### config.mk
export PLATFORM = sky130hd
export DESIGN_NAME = ram_writer
export DESIGN_NICKNAME = d
export VERILOG_FILES = /design/src/rtl/ram_if_pkg.sv /design/src/rtl/ram_line_buffer.sv /design/src/rtl/ram_writer.sv
export SDC_FILE = /design/constraint.sdc
export NUM_CORES = 1
export LEC_CHECK = 0
export CAP_MARGIN = 20
export CORE_AREA = 4 4 170 172
export CTS_CLUSTER_DIAMETER = 80
export DETAILED_ROUTE_END_ITERATION = 12
export DIE_AREA = 0 0 174 176
export HOLD_SLACK_MARGIN = 0.08
export SYNTH_ARGS = -nofsm -noshare
export SYNTH_HDL_FRONTEND = slang
export SYNTH_SLANG_ARGS = --single-unit
### constraint.sdc
create_clock -name clk -period 11.6 [get_ports clk]
set_clock_uncertainty 0.15 [all_clocks]
set_input_delay 1.74 -clock clk [delete_from_list [all_inputs] [get_ports clk]]
set_output_delay 1.74 -clock clk [all_outputs]
set_load 0.01 [all_outputs]
### src/rtl/ram_if_pkg.sv
// Shared definitions for the MIG app-interface line reader/writer pair.
package ram_if_pkg;

    localparam logic [2:0] MIG_CMD_WRITE  = 3'b000;
    localparam logic [2:0] MIG_CMD_READ   = 3'b001;
    localparam int         WORDS_PER_LINE = 8;
    localparam int         WORD_W         = 16;

    typedef enum logic [1:0] {
        WR_COLLECT,
        WR_DATA0,
        WR_DATA1,
        WR_CMD
    } writer_state_e;

    typedef struct packed {
        logic [2:0]        offset;
        logic [WORD_W-1:0] data;
    } line_word_t;

endpackage

### src/rtl/ram_line_buffer.sv
// One 8-word burst line: word storage, per-word valid bits, line tag and
// app-beat data/mask generation.
module ram_line_buffer
    import ram_if_pkg::*;
#(
    parameter int TAG_WIDTH      = 24,
    parameter int APP_DATA_WIDTH = 64,
    parameter int APP_MASK_WIDTH = 8
) (
    input  logic                      clk,
    input  logic                      reset,
    input  logic                      store,
    input  line_word_t                word,
    input  logic [TAG_WIDTH-1:0]      store_tag,
    input  logic                      clear,
    input  logic                      beat_sel,
    output logic                      empty,
    output logic                      full_next,
    output logic [TAG_WIDTH-1:0]      tag,
    output logic [APP_DATA_WIDTH-1:0] beat_data,
    output logic [APP_MASK_WIDTH-1:0] beat_mask
);

    logic [WORDS_PER_LINE-1:0][WORD_W-1:0] words, words_nxt;
    logic [WORDS_PER_LINE-1:0]             valid, valid_nxt;
    logic [3:0]                            beat_valid;

    always_comb begin
        words_nxt = words;
        valid_nxt = valid;
        if (clear) begin
            valid_nxt = '0;
        end else if (store) begin
            words_nxt[word.offset] = word.data;
            valid_nxt[word.offset] = 1'b1;
        end
    end

    always_ff @(posedge clk or posedge reset) begin
        if (reset) begin
            words <= '0;
            valid <= '0;
            tag   <= '0;
        end else begin
            words <= words_nxt;
            valid <= valid_nxt;
            if (store) tag <= store_tag;
        end
    end

    assign empty     = ~|valid;
    assign full_next = &valid_nxt;

    // Beats are built from the post-update contents so the word accepted on
    // the auto-flush cycle lands in the registered beat outputs.
    assign beat_data  = beat_sel ? words_nxt[7:4] : words_nxt[3:0];
    assign beat_valid = beat_sel ? valid_nxt[7:4] : valid_nxt[3:0];

    always_comb begin
        beat_mask = '1;
        for (int j = 0; j < 4; j++) beat_mask[2*j +: 2] = {2{~beat_valid[j]}};
    end

endmodule

### src/rtl/ram_writer.sv
// Coalesces 16-bit word writes into 8-word lines and drains each line to the
// MIG app interface as two write-data beats followed by one write command.
module ram_writer
    import ram_if_pkg::*;
#(
    parameter int ADDR_WIDTH     = 27,
    parameter int APP_DATA_WIDTH = 64,
    parameter int APP_MASK_WIDTH = 8
) (
    input  logic                      clk,
    input  logic                      reset,
    input  logic [ADDR_WIDTH-1:0]     write_address,
    input  logic [WORD_W-1:0]         write_data,
    input  logic                      write_valid,
    output logic                      write_ready,
    input  logic                      flush,
    output logic                      flush_done,
    output logic                      busy,
    output logic [ADDR_WIDTH-1:0]     ram_address,
    output logic [2:0]                ram_cmd,
    output logic                      ram_en,
    input  logic                      ram_rdy,
    output logic [APP_DATA_WIDTH-1:0] ram_wdf_data,
    output logic                      ram_wdf_wren,
    output logic                      ram_wdf_end,
    output logic [APP_MASK_WIDTH-1:0] ram_wdf_mask,
    input  logic                      ram_wdf_rdy
);

    localparam int TAG_WIDTH = ADDR_WIDTH - 3;

    writer_state_e               state, state_nxt;
    logic                        flush_pending, set_pending;
    logic                        empty, full_next, tag_hit, accept, drain_done;
    logic                        empty_flush, wren_nxt;
    logic [TAG_WIDTH-1:0]        tag;
    logic [APP_DATA_WIDTH-1:0]   beat_data;
    logic [APP_MASK_WIDTH-1:0]   beat_mask;

    assign tag_hit     = write_address[ADDR_WIDTH-1:3] == tag;
    assign write_ready = (state == WR_COLLECT) && !flush && (empty || tag_hit);
    assign accept      = write_valid && write_ready;
    assign drain_done  = (state == WR_CMD) && ram_rdy;
    // Gate on flush_done so a level flush still high after its pulse does not retrigger.
    assign empty_flush = (state == WR_COLLECT) && flush && empty && !flush_done;
    assign wren_nxt    = (state_nxt == WR_DATA0) || (state_nxt == WR_DATA1);
    assign ram_cmd     = MIG_CMD_WRITE;

    ram_line_buffer #(
        .TAG_WIDTH      (TAG_WIDTH),
        .APP_DATA_WIDTH (APP_DATA_WIDTH),
        .APP_MASK_WIDTH (APP_MASK_WIDTH)
    ) u_line (
        .clk       (clk),
        .reset     (reset),
        .store     (accept),
        .word      ('{offset: write_address[2:0], data: write_data}),
        .store_tag (write_address[ADDR_WIDTH-1:3]),
        .clear     (drain_done),
        .beat_sel  (state_nxt == WR_DATA1),
        .empty     (empty),
        .full_next (full_next),
        .tag       (tag),
        .beat_data (beat_data),
        .beat_mask (beat_mask)
    );

    always_comb begin
        state_nxt   = state;
        set_pending = 1'b0;
        case (state)
            WR_COLLECT: begin
                if (flush) begin
                    if (!empty) begin
                        state_nxt   = WR_DATA0;
                        set_pending = 1'b1;
                    end
                end else if (full_next || (write_valid && !write_ready)) begin
                    // Full line, or a write to another line that must wait for this one.
                    state_nxt = WR_DATA0;
                end
            end
            WR_DATA0: if (ram_wdf_rdy) state_nxt = WR_DATA1;
            WR_DATA1: if (ram_wdf_rdy) state_nxt = WR_CMD;
            WR_CMD:   if (ram_rdy)     state_nxt = WR_COLLECT;
            default:                   state_nxt = WR_COLLECT;
        endcase
    end

    always_ff @(posedge clk or posedge reset) begin
        if (reset) begin
            state         <= WR_COLLECT;
            flush_pending <= 1'b0;
            flush_done    <= 1'b0;
            busy          <= 1'b0;
            ram_en        <= 1'b0;
            ram_address   <= '0;
            ram_wdf_wren  <= 1'b0;
            ram_wdf_end   <= 1'b0;
            ram_wdf_data  <= '0;
            ram_wdf_mask  <= '1;
        end else begin
            state         <= state_nxt;
            if (set_pending)     flush_pending <= 1'b1;
            else if (drain_done) flush_pending <= 1'b0;
            flush_done    <= (drain_done && flush_pending) || empty_flush;
            busy          <= state_nxt != WR_COLLECT;
            ram_en        <= state_nxt == WR_CMD;
            ram_address   <= (state_nxt == WR_CMD) ? {tag, 3'b000} : '0;
            ram_wdf_wren  <= wren_nxt;
            ram_wdf_end   <= state_nxt == WR_DATA1;
            ram_wdf_data  <= wren_nxt ? beat_data : '0;
            ram_wdf_mask  <= wren_nxt ? beat_mask : '1;
        end
    end

endmodule

==> reports/metrics.yaml <==
synthesis:
  synth_area_leaders: "dfrtp_1 (59%), nand2_1 (5.7%), mux2_2 (4.3%)"
  yosysWarningCount: 0
  synth-seq-cells: 260
  ys_seq_area_frac: 0.602
  synth_edf_count: 0
  postSynthCellCount: 938
  yosysTopAreaCellShare: 0.593
  synthFlopType: "dfrtp_1"
  yosysTopAreaCell: "dfrtp_1"
  netlist_area_mm2: 0.0108
  synthTopCellsByCount: "dfrtp_1 (256), nand2_1 (165), o21ai_0 (50)"
  yosysMostFrequentCell: "dfrtp_1"
  synth_cell_types: 52
  synth_area_per_cell_um2: 11.5
  synth_async_sr_flop_share: 1.00
critical_path:
  r2r_slack_ps: 6770
  r2r-end: "ram_wdf_data[8]$_DFF_PP0_"
  worstReg2RegStart: "u_line.tag[18]$_DFFE_PP0N_"
  worst_setup_path_start_kind: "primary input"
  reg2regPathDepth: 11
  crit_start: "write_address[21]"
  path_max_fanout: 34
  required_ps: 11890
  cp-end-kind: "register"
  path_class: "in -> reg"
  cp.arrival_ps: 6400
  crit_end: "ram_wdf_data[8]$_DFF_PP0_"
power:
  powerDensity_mw_per_mm2: 247
  power_mw: 3.33
  ir_drop_v: 0.000207
  p_leak_nw: 6.52
global_route:
  grt_max_degree: 115
  grt_pass1_wl_mm: 43.7
  antenna_found_initial: 0
  grt_pass1_vias: 7769
  grt_overflow_total: 0
  grt_use_total: 0.177
clock_tree:
  cts_tree: "yes"
  insertion_delay_ps: 550
  clk_pin_slew_ps: 60
  postCtsSetupBuffers: 0
  cts_buffers: 28
  clock-sinks: 260
  clock_path_buffers: 3
  cts_hold_buffers: 0
  postCtsResizedCells: 0
  htreeDepth: 1
  cts_root_buf: "clkbuf_16"
run_status:
  outcome: "finished clean"
final_layout:
  fin_cells: 1432
  fillers: 2459
  stdcell_area_mm2: 0.0135
  post-route-util: 0.491
  drive_gt1_frac: 0.123
  insertedDiodeCount: 0
  fin_nets: 1117
  syn_to_final_growth_pct: 24.8
route:
  avgViaCountPerCell: 5.33
  dr.pass1.iters: 4
  wire_per_inst_um: 19.3
  ant_nets: 0
  dr_total_vias: 7636
  drt-initial-drc-count: 608
  drc: 0
  drt_wl_total_mm: 27.6
job:
  cap_violations: 0
floorplan:
  core_mm2: 0.0275
  die-area_mm2: 0.0306
  die_w_um: 174
  core.rowCount: 61
  ios: 157
  die_y_um: 176
  initial_core_util: 0.393
timing:
  finalHoldViolations: 0
  finalSetupViolations: 0
  slew_headroom: 0.285
  worstMarginPinSlew_ps: 1070
  setup_slack_ps: 5490
  layout_min_cycle_time_ps: 6110
  fin_setup_tns_ps: 0
  max_freq_mhz: 164
  rsz0062_at_grt: "no"
  report.final.slew_viol_count: 0
  fin_crit_sh: 0.527
  hold_ws_ps: 311
place:
  dp_slack_ps: 4940
  post_dp_cell_area_mm2: 0.0125
  hpwl_mm: 18.1
  port_buffers: 150
  placed_cells: 1379
  gp_congestion: 0.805
min_path:
  hold_path.class: "reg -> reg"
==> critical path, stage by stage <==
cell and delay, ps:
clkdlybuf4s50_1 450, xnor2_1 250, nand4_1 180, nor4_4 540, a31oi_4 140, or3_1 620
a211oi_1 440, a31oi_1 180, ha_2 840, clkinv_1 410, buf_4 380, o211a_1 180
==> layer usage <==
layer  share of wire  track usage  up-vias
li1                -            -     3551
met1            0.45        0.240     3818
met2            0.48        0.294      216
met3           0.050       0.0328       51
met4           0.029       0.0511        0
met5               0            0        -
==> kinds of logic after synthesis <==
| group | after synthesis | share of synthesized area |
|---|---|---|
| buf+inv | 115 | 0.0488 |
| compound gates | 219 | 0.150 |
| xor+xnor | 24 | 0.0194 |
| simple gates | 266 | 0.121 |
| fa+ha+maj | 3 | 0.00347 |
| flops | 260 | 0.602 |
| mux | 50 | 0.0547 |
| other cells | 1 | 0.000347 |
==> sequential cells by signal (all words and copies together) (netlist names), 2 cells and up <==
signal	count
state	2
u_line.words	128
u_line.valid	8
ram_wdf_data	64
u_line.tag	24
ram_wdf_mask	4
ram_address	24
==> how the worst min path moves through the flow <==
stage / start / to / slack (ps) / cells after the start
CTS: u_line.words[109]$_DFF_PP0_ / u_line.words[109]$_DFF_PP0_ / 310 / 2
floorplan: u_line.words[100]$_DFF_PP0_ / u_line.words[100]$_DFF_PP0_ / 280 / 2
global placement: u_line.words[104]$_DFF_PP0_ / u_line.words[104]$_DFF_PP0_ / 290 / 2
global route: u_line.words[33]$_DFF_PP0_ / u_line.words[33]$_DFF_PP0_ / 330 / 1
detailed placement: u_line.words[106]$_DFF_PP0_ / u_line.words[106]$_DFF_PP0_ / 300 / 2
finish: u_line.words[109]$_DFF_PP0_ / u_line.words[109]$_DFF_PP0_ / 310 / 2
==> cells in the final DEF (no fill, tap or decap), types with 3 or more instances in the layout <==
cell type,netlist,layout
o211a_1,33,33
nor4_1,12,12
clkdlybuf4s50_1,0,150
o21ai_0,50,50
clkinv_2,0,5
nor4_2,6,6
clkbuf_1,41,9
nor2_1,7,7
a31o_2,3,3
clkbuf_16,0,28
mux2_2,41,41
o211ai_1,36,36
conb_1,1,6
nand3_1,23,23
or3_1,4,4
buf_4,14,14
o22ai_1,16,16
mux2_4,8,8
and3_1,3,3
and2_1,25,25
nand2_1,165,165
nand2b_1,3,3
dfrtp_1,256,256
a21o_1,19,19
xnor2_1,24,24
dfstp_2,4,4
a211oi_1,17,17
nand4_1,6,6
clkbuf_8,0,5
a311oi_1,32,32
inv_1,39,38
a21oi_1,5,5
==> cell type report <==
class	count	area [µm²]	area share
Tap cell	346	433	0.0321
Multi-Input combinational cell	568	3820	0.283
Inverter	41	161	0.0120
Clock buffer	42	803	0.0595
Timing Repair Buffer	166	1660	0.123
Sequential cell	260	6510	0.483
Clock inverter	9	101	0.00751
==> where the power goes <==
group	leakage [nW]	switching, mW	internal (mW)
sequential	3.42	0.116	1.17
combinational	2.66	0.689	0.492
clock	0.441	0.362	0.503
total	6.52	1.17	2.16
Note: power is estimated with default switching activity, not from simulation.
==> edit 1, RTL diff (config.mk and constraints unchanged) <==
Change the parameter `ADDR_WIDTH` from 27 to 35.
--- a/src/rtl/ram_writer.sv
+++ b/src/rtl/ram_writer.sv
@@ -3,7 +3,7 @@
 module ram_writer
     import ram_if_pkg::*;
 #(
-    parameter int ADDR_WIDTH     = 27,
+    parameter int ADDR_WIDTH     = 35,
     parameter int APP_DATA_WIDTH = 64,
     parameter int APP_MASK_WIDTH = 8
 ) (
Ports: changed (resized ram_address and write_address); port bits go from 157 to 173. The function was not compared with the original's and may differ.
==> edit 1 against the unedited design <==
- setup slack worse by 0.92 ns
- power up 22%
- wire length up 6.9%
- sequential cell count up 16
- global-route usage up 1.3 points
- synthesized area up 7.5%
- non-clock buffer count up 14
- maximum frequency down 13%
- synthesized cell count up 2.2%
- cell area up 7.5%
- sequential share of layout area down 0.61 points
- largest power group is now combinational logic
- die area unchanged
==> edit 1: results (changes against the unedited design) <==
* Status: finished clean
* Clock transition at path regs at about 0.07 ns
* Wire length per cell at 20.2 um (+4.7%)
* R2r setup slk at 5.87 ns (-0.90 ns)
* Vias in the first global route at 7784 (+0.19%)
* Met3 Usage GRT at 3.30% (+0.021 points)
* Min Hold Slack at 0.311 ns (+0.000220 ns)
* Critical Path AT at 7.24 ns (+0.84 ns)
* Clk Latency, worst-skew pair at roughly 0.54 ns
* Slew HR at 26.9% (-1.7 points)
* Post-DP HPWL at 18.9 mm (+4.8%)
* Crit path max fanout at 67 (+97%)
* Drt pass-1 iters at 5 (+1)
* Fillers at 2378 (-3.3%)
* Clock buffer count from CTS at 29 (+3.6%)
* Reg-to-reg endpoint: ram_wdf_data[0]$_DFF_PP0_
* CP top delay family: compound AO/OA/AOI/OAI gates
* Pre-CTS setup slack at 3.98 ns (-0.962 ns)
* Reg2Reg Launch Point: u_line.tag[29]$_DFFE_PP0N_
* DR vias/cell at 5.28 (-0.93%)
* GRT met1 Usage at 27.9% (+3.9 points)
* Nets at 1155 (+3.4%)
* Routability cong. at 0.792 (-1.6%)
* Post-route clock period utilization at 60.6% (+8.0 points)
* Pint at 2570 uW (+19%)
* First-pass GRT wire length at 46.0 mm (+5.4%)
* LEAKAGE at 0.00686 uW (+5.2%)
* Maximum VDD drop at 298 uV (+44%)
* Synth area leaders: dfrtp_1 (59%), mux2_2 (7.4%), nand2_1 (3.3%)
* Largest net degree at the start of global routing at 124 (+7.8%)
* Hold Startpoint: u_line.words[90]$_DFF_PP0_
* GRT met2 Usage at 30.1% (+0.67 points)
* Hold endpoint: u_line.words[90]$_DFF_PP0_
* Share of cells above drive strength 1 at 16.5% (+4.1 points)
* Synth cell count leaders: dfrtp_1 (272), nand2_1 (101), mux2_2 (76)
* Share of synthesized area occupied by flip-flops and latches at 59.5% (-0.76 points)
* Post-cts resize count at 0 (unchanged)
* CP max stage cell: a21oi_2
* Port bufs at 166 (+11%)
* Worst R2R Path Depth at 13 (+2)
edit 1: metrics by stage:
| stage | util (%) | area [um2] | instances | total power (uW) |
|---|---|---|---|---|
| global route | 52.8 | 14500 | 1463 | 4320 |
| CTS | 52.6 | 14500 | 1460 | 4100 |
| global placement | 49.1 | 13500 | 1407 | 3140 |
| finish | 52.8 | 14500 | 1463 | 4060 |
| floorplan | - | 11600 | 964 | 2580 |
| detailed placement | 49.1 | 13500 | 1407 | 3160 |
edit 1: area by class of cell:
cell class | count | area share, %
Sequential cell | 276 | 47.7
Tap cell | 346 | 2.99
Clock buffer | 37 | 5.63
Multi-Input combinational cell | 558 | 29.0
Clock inverter | 16 | 0.992
Inverter | 50 | 1.35
Timing Repair Buffer | 180 | 12.3
edit 1: worst min-delay path: stages (launching register included):
cell     delay, ns
dfrtp_1       0.32
nand2_1       0.06
nand2_1       0.05
edit 1: cell families (layout without fill, tap and decap cells):
logic type | after synthesis | count (layout) | synth area share (%)
DFF | 276 | 276 | 59.5
xor gates and xnor gates | 33 | 33 | 2.49
buffers and inverters | 130 | 283 | 4.71
and+or+nand+nor | 220 | 220 | 9.46
other | 1 | 6 | 0.0323
adders and majority gates | 3 | 3 | 0.323
AOI/OAI and AO/OA | 202 | 202 | 14.5
muxes | 94 | 94 | 9.00
edit 1: worst max-delay path by stage:
stage                           start                        end  cells after the start
finish              write_address[32]  ram_wdf_data[0]$_DFF_PP0_                     14
global route        write_address[21]  ram_wdf_data[0]$_DFF_PP0_                     14
CTS                 write_address[32]  ram_wdf_data[0]$_DFF_PP0_                     14
detailed placement  write_address[32]  ram_wdf_data[0]$_DFF_PP0_                     14
global placement    write_address[24]  ram_wdf_data[0]$_DFF_PP0_                     14
floorplan                       reset             busy$_DFF_PP0_                      1
edit 1: power by group through the flow:
stage          Sequential, uW  Combinational (uW)  Clock (uW)
3_3_place_gp             1500                1650           0
4_1_cts                  1490                1670         941
3_5_place_dp             1500                1650           0
6_report                 1490                1660         918
5_1_grt                  1530                1810         984
2_1_floorplan            1520                1060           0
edit 1: layer usage:
| metal | vias to the layer above | wire length (um) | part of all wire (%) |
|---|---|---|---|
| met5 | - | 0 | 0 |
| met4 | 0 | 422 | 1.4 |
| met3 | 28 | 1480 | 5.0 |
| met2 | 194 | 13900 | 47 |
| met1 | 3848 | 13700 | 47 |
| li1 | 3659 | - | - |
==> edit 2, RTL diff (config.mk and constraints unchanged) <==
Made on the original files. Reset style: synchronous (`reset`), changed in 2 clocked blocks.
--- a/src/rtl/ram_line_buffer.sv
+++ b/src/rtl/ram_line_buffer.sv
@@ -36,7 +36,7 @@
         end
     end
 
-    always_ff @(posedge clk or posedge reset) begin
+    always_ff @(posedge clk) begin
         if (reset) begin
             words <= '0;
             valid <= '0;
--- a/src/rtl/ram_writer.sv
+++ b/src/rtl/ram_writer.sv
@@ -87,7 +87,7 @@
         endcase
     end
 
-    always_ff @(posedge clk or posedge reset) begin
+    always_ff @(posedge clk) begin
         if (reset) begin
             state         <= WR_COLLECT;
             flush_pending <= 1'b0;
Check against the original RTL: differs if reset is asserted again (counterexample within 4 cycles, from zero or initial values and one cycle with reset high); with reset held inactive, the same outputs for 4 cycles.
==> edit 2 against the unedited design <==
- count of clock-buffer cells in the layout grew 2
- sequential cell count is the same
- critical endpoint is now write_ready
- synthesized area shrank 6.4%
- wire length shrank 3.5%
- cell area shrank 6.1%
- setup slack gained 0.20 ns
Power is not compared: it rests on default switching activity, and its combinational part moved more than twofold at a synthesized area within 25%.
==> edit 2: results (changes against the unedited design) <==
* Routability cong. at 0.787 (-2.3%)
* Drt pass-1 iters at 5 (+1)
* Post-DP HPWL at 16.8 mm (-7.2%)
* Metal3 WL at 1.19 mm (-13%)
* First-pass GRT wire length at 42.6 mm (-2.5%)
* Clk Latency, worst-skew pair at 0.53 ns (-0.02 ns)
* CP max stage cell: clkdlybuf4s50_1
* Vias at 7728 (+1.2%)
* Critical Path AT at 4.02 ns (-2.38 ns)
* Share of cells above drive strength 1 at 9.79% (-2.5 points)
* WL final at 26.6 mm (-3.5%)
* Reg2Reg Launch Point: u_line.tag[22]$_SDFFE_PP0N_
* Slew HR at 27.3% (-1.3 points)
* Routed wl met2 at 12.1 mm (-7.6%)
* Status: finished clean
* Vias in the first global route at 7510 (-3.3%)
* Max incr delay on CP at 0.57 ns (-0.27 ns)
* Synth area leaders: dfxtp_1 (51%), mux2i_1 (7.1%), nand2_1 (6.6%)
* Crit path max fanout at 5 (-85%)
* Largest net degree at the start of global routing at 91 (-21%)
* Metal1 wirelength at 12.8 mm (+4.2%)
* Nets at 1213 (+8.6%)
* GRT Util Overall at 16.8% (-0.88 points)
* Clock buffer count from CTS at 30 (+7.1%)
* Hold Startpoint: u_line.words[38]$_SDFF_PP0_
* Initial antenna violation count at 1 (+1)
* Share of synthesized area occupied by flip-flops and latches at 51.4% (-8.8 points)
* CP top delay family: buffers and inverters
==> edit 2: changes by cell type in the layout (fill, tap and decap cells not counted), sizes merged, moves of 33 or more <==
cell / unedited run / this run
dfxtp: 0 / 260
nor2: 8 / 108
inv: 41 / 4
dfrtp: 256 / 0
o211ai: 36 / 0
o211a: 33 / 0
mux2i: 1 / 74
o221a: 0 / 48
o21ai: 51 / 6
mux2: 49 / 1
a21oi: 5 / 91
==> edit 2: stage by stage <==
step	instances	setup slack [ns]	total power, uW	instance area, um2	util, %
global route	1532	5.40	2150	12700	46.1
global placement	1475	5.47	1140	11600	42.4
CTS	1531	5.70	2090	12700	46.1
floorplan	1070	6.53	1070	10100	-
detailed placement	1475	5.41	1140	11600	42.4
finish	1532	5.69	2070	12700	46.1
==> edit 2: metal layers <==
metal  global-route usage, %  vias to the layer above
li1                        -                     3864
met1                    24.1                     3663
met2                    26.8                      168
met3                    2.66                       33
met4                    4.03                        0
met5                       0                        -
==> edit 2: path summary, 6_finish.rpt <==
check	slack [ns]	cells after the start	endpoint
worst max-delay path	5.69	7	write_ready
worst min-delay path	0.30	2	u_line.words[38]$_SDFF_PP0_
worst max register to register	7.20	13	ram_wdf_data[48]$_SDFF_PP0_
worst min register to register	0.30	2	u_line.words[38]$_SDFF_PP0_
==> edit 2: worst register-to-register path: cells and delay by family (launching register included) <==
| kind | cells | cell delay, ns |
|---|---|---|
| flops | 1 | 0.33 |
| buf+inv | 1 | 0.34 |
| simple gates | 6 | 1.81 |
| xor+xnor | 2 | 0.50 |
| fa+ha+maj | 1 | 0.17 |
| compound gates | 3 | 0.97 |
==> edit 2: cell type report <==
| cell class | instances | area [um2] |
|---|---|---|
| Tap cell | 346 | 433 |
| Clock inverter | 12 | 116 |
| Fill cell | 2597 | 14800 |
| Timing Repair Buffer | 160 | 1570 |
| Multi-Input combinational cell | 704 | 4410 |
| Antenna cell | 1 | 2.50 |
| Clock buffer | 44 | 905 |
| Inverter | 5 | 18.8 |
| Sequential cell | 260 | 5200 |
==> edit 2: cells by family (layout without fill, tap and decap cells) <==
kind of cell,after synthesis,after routing,share of synthesized area (%)
DFF,260,260,51.4
buffers and inverters,106,221,5.27
AOI/OAI and AO/OA,227,227,17.2
other,1,7,0.0371
muxes,75,75,7.68
xor gates and xnor gates,25,25,2.16
adders and majority gates,3,3,0.371
and+or+nand+nor,368,368,15.9
==> edit 2: report_power, final <==
part	internal [uW]	switching (uW)
Clock	582	369
Sequential	914	12.6
Combinational	75.8	114
Total	1570	495
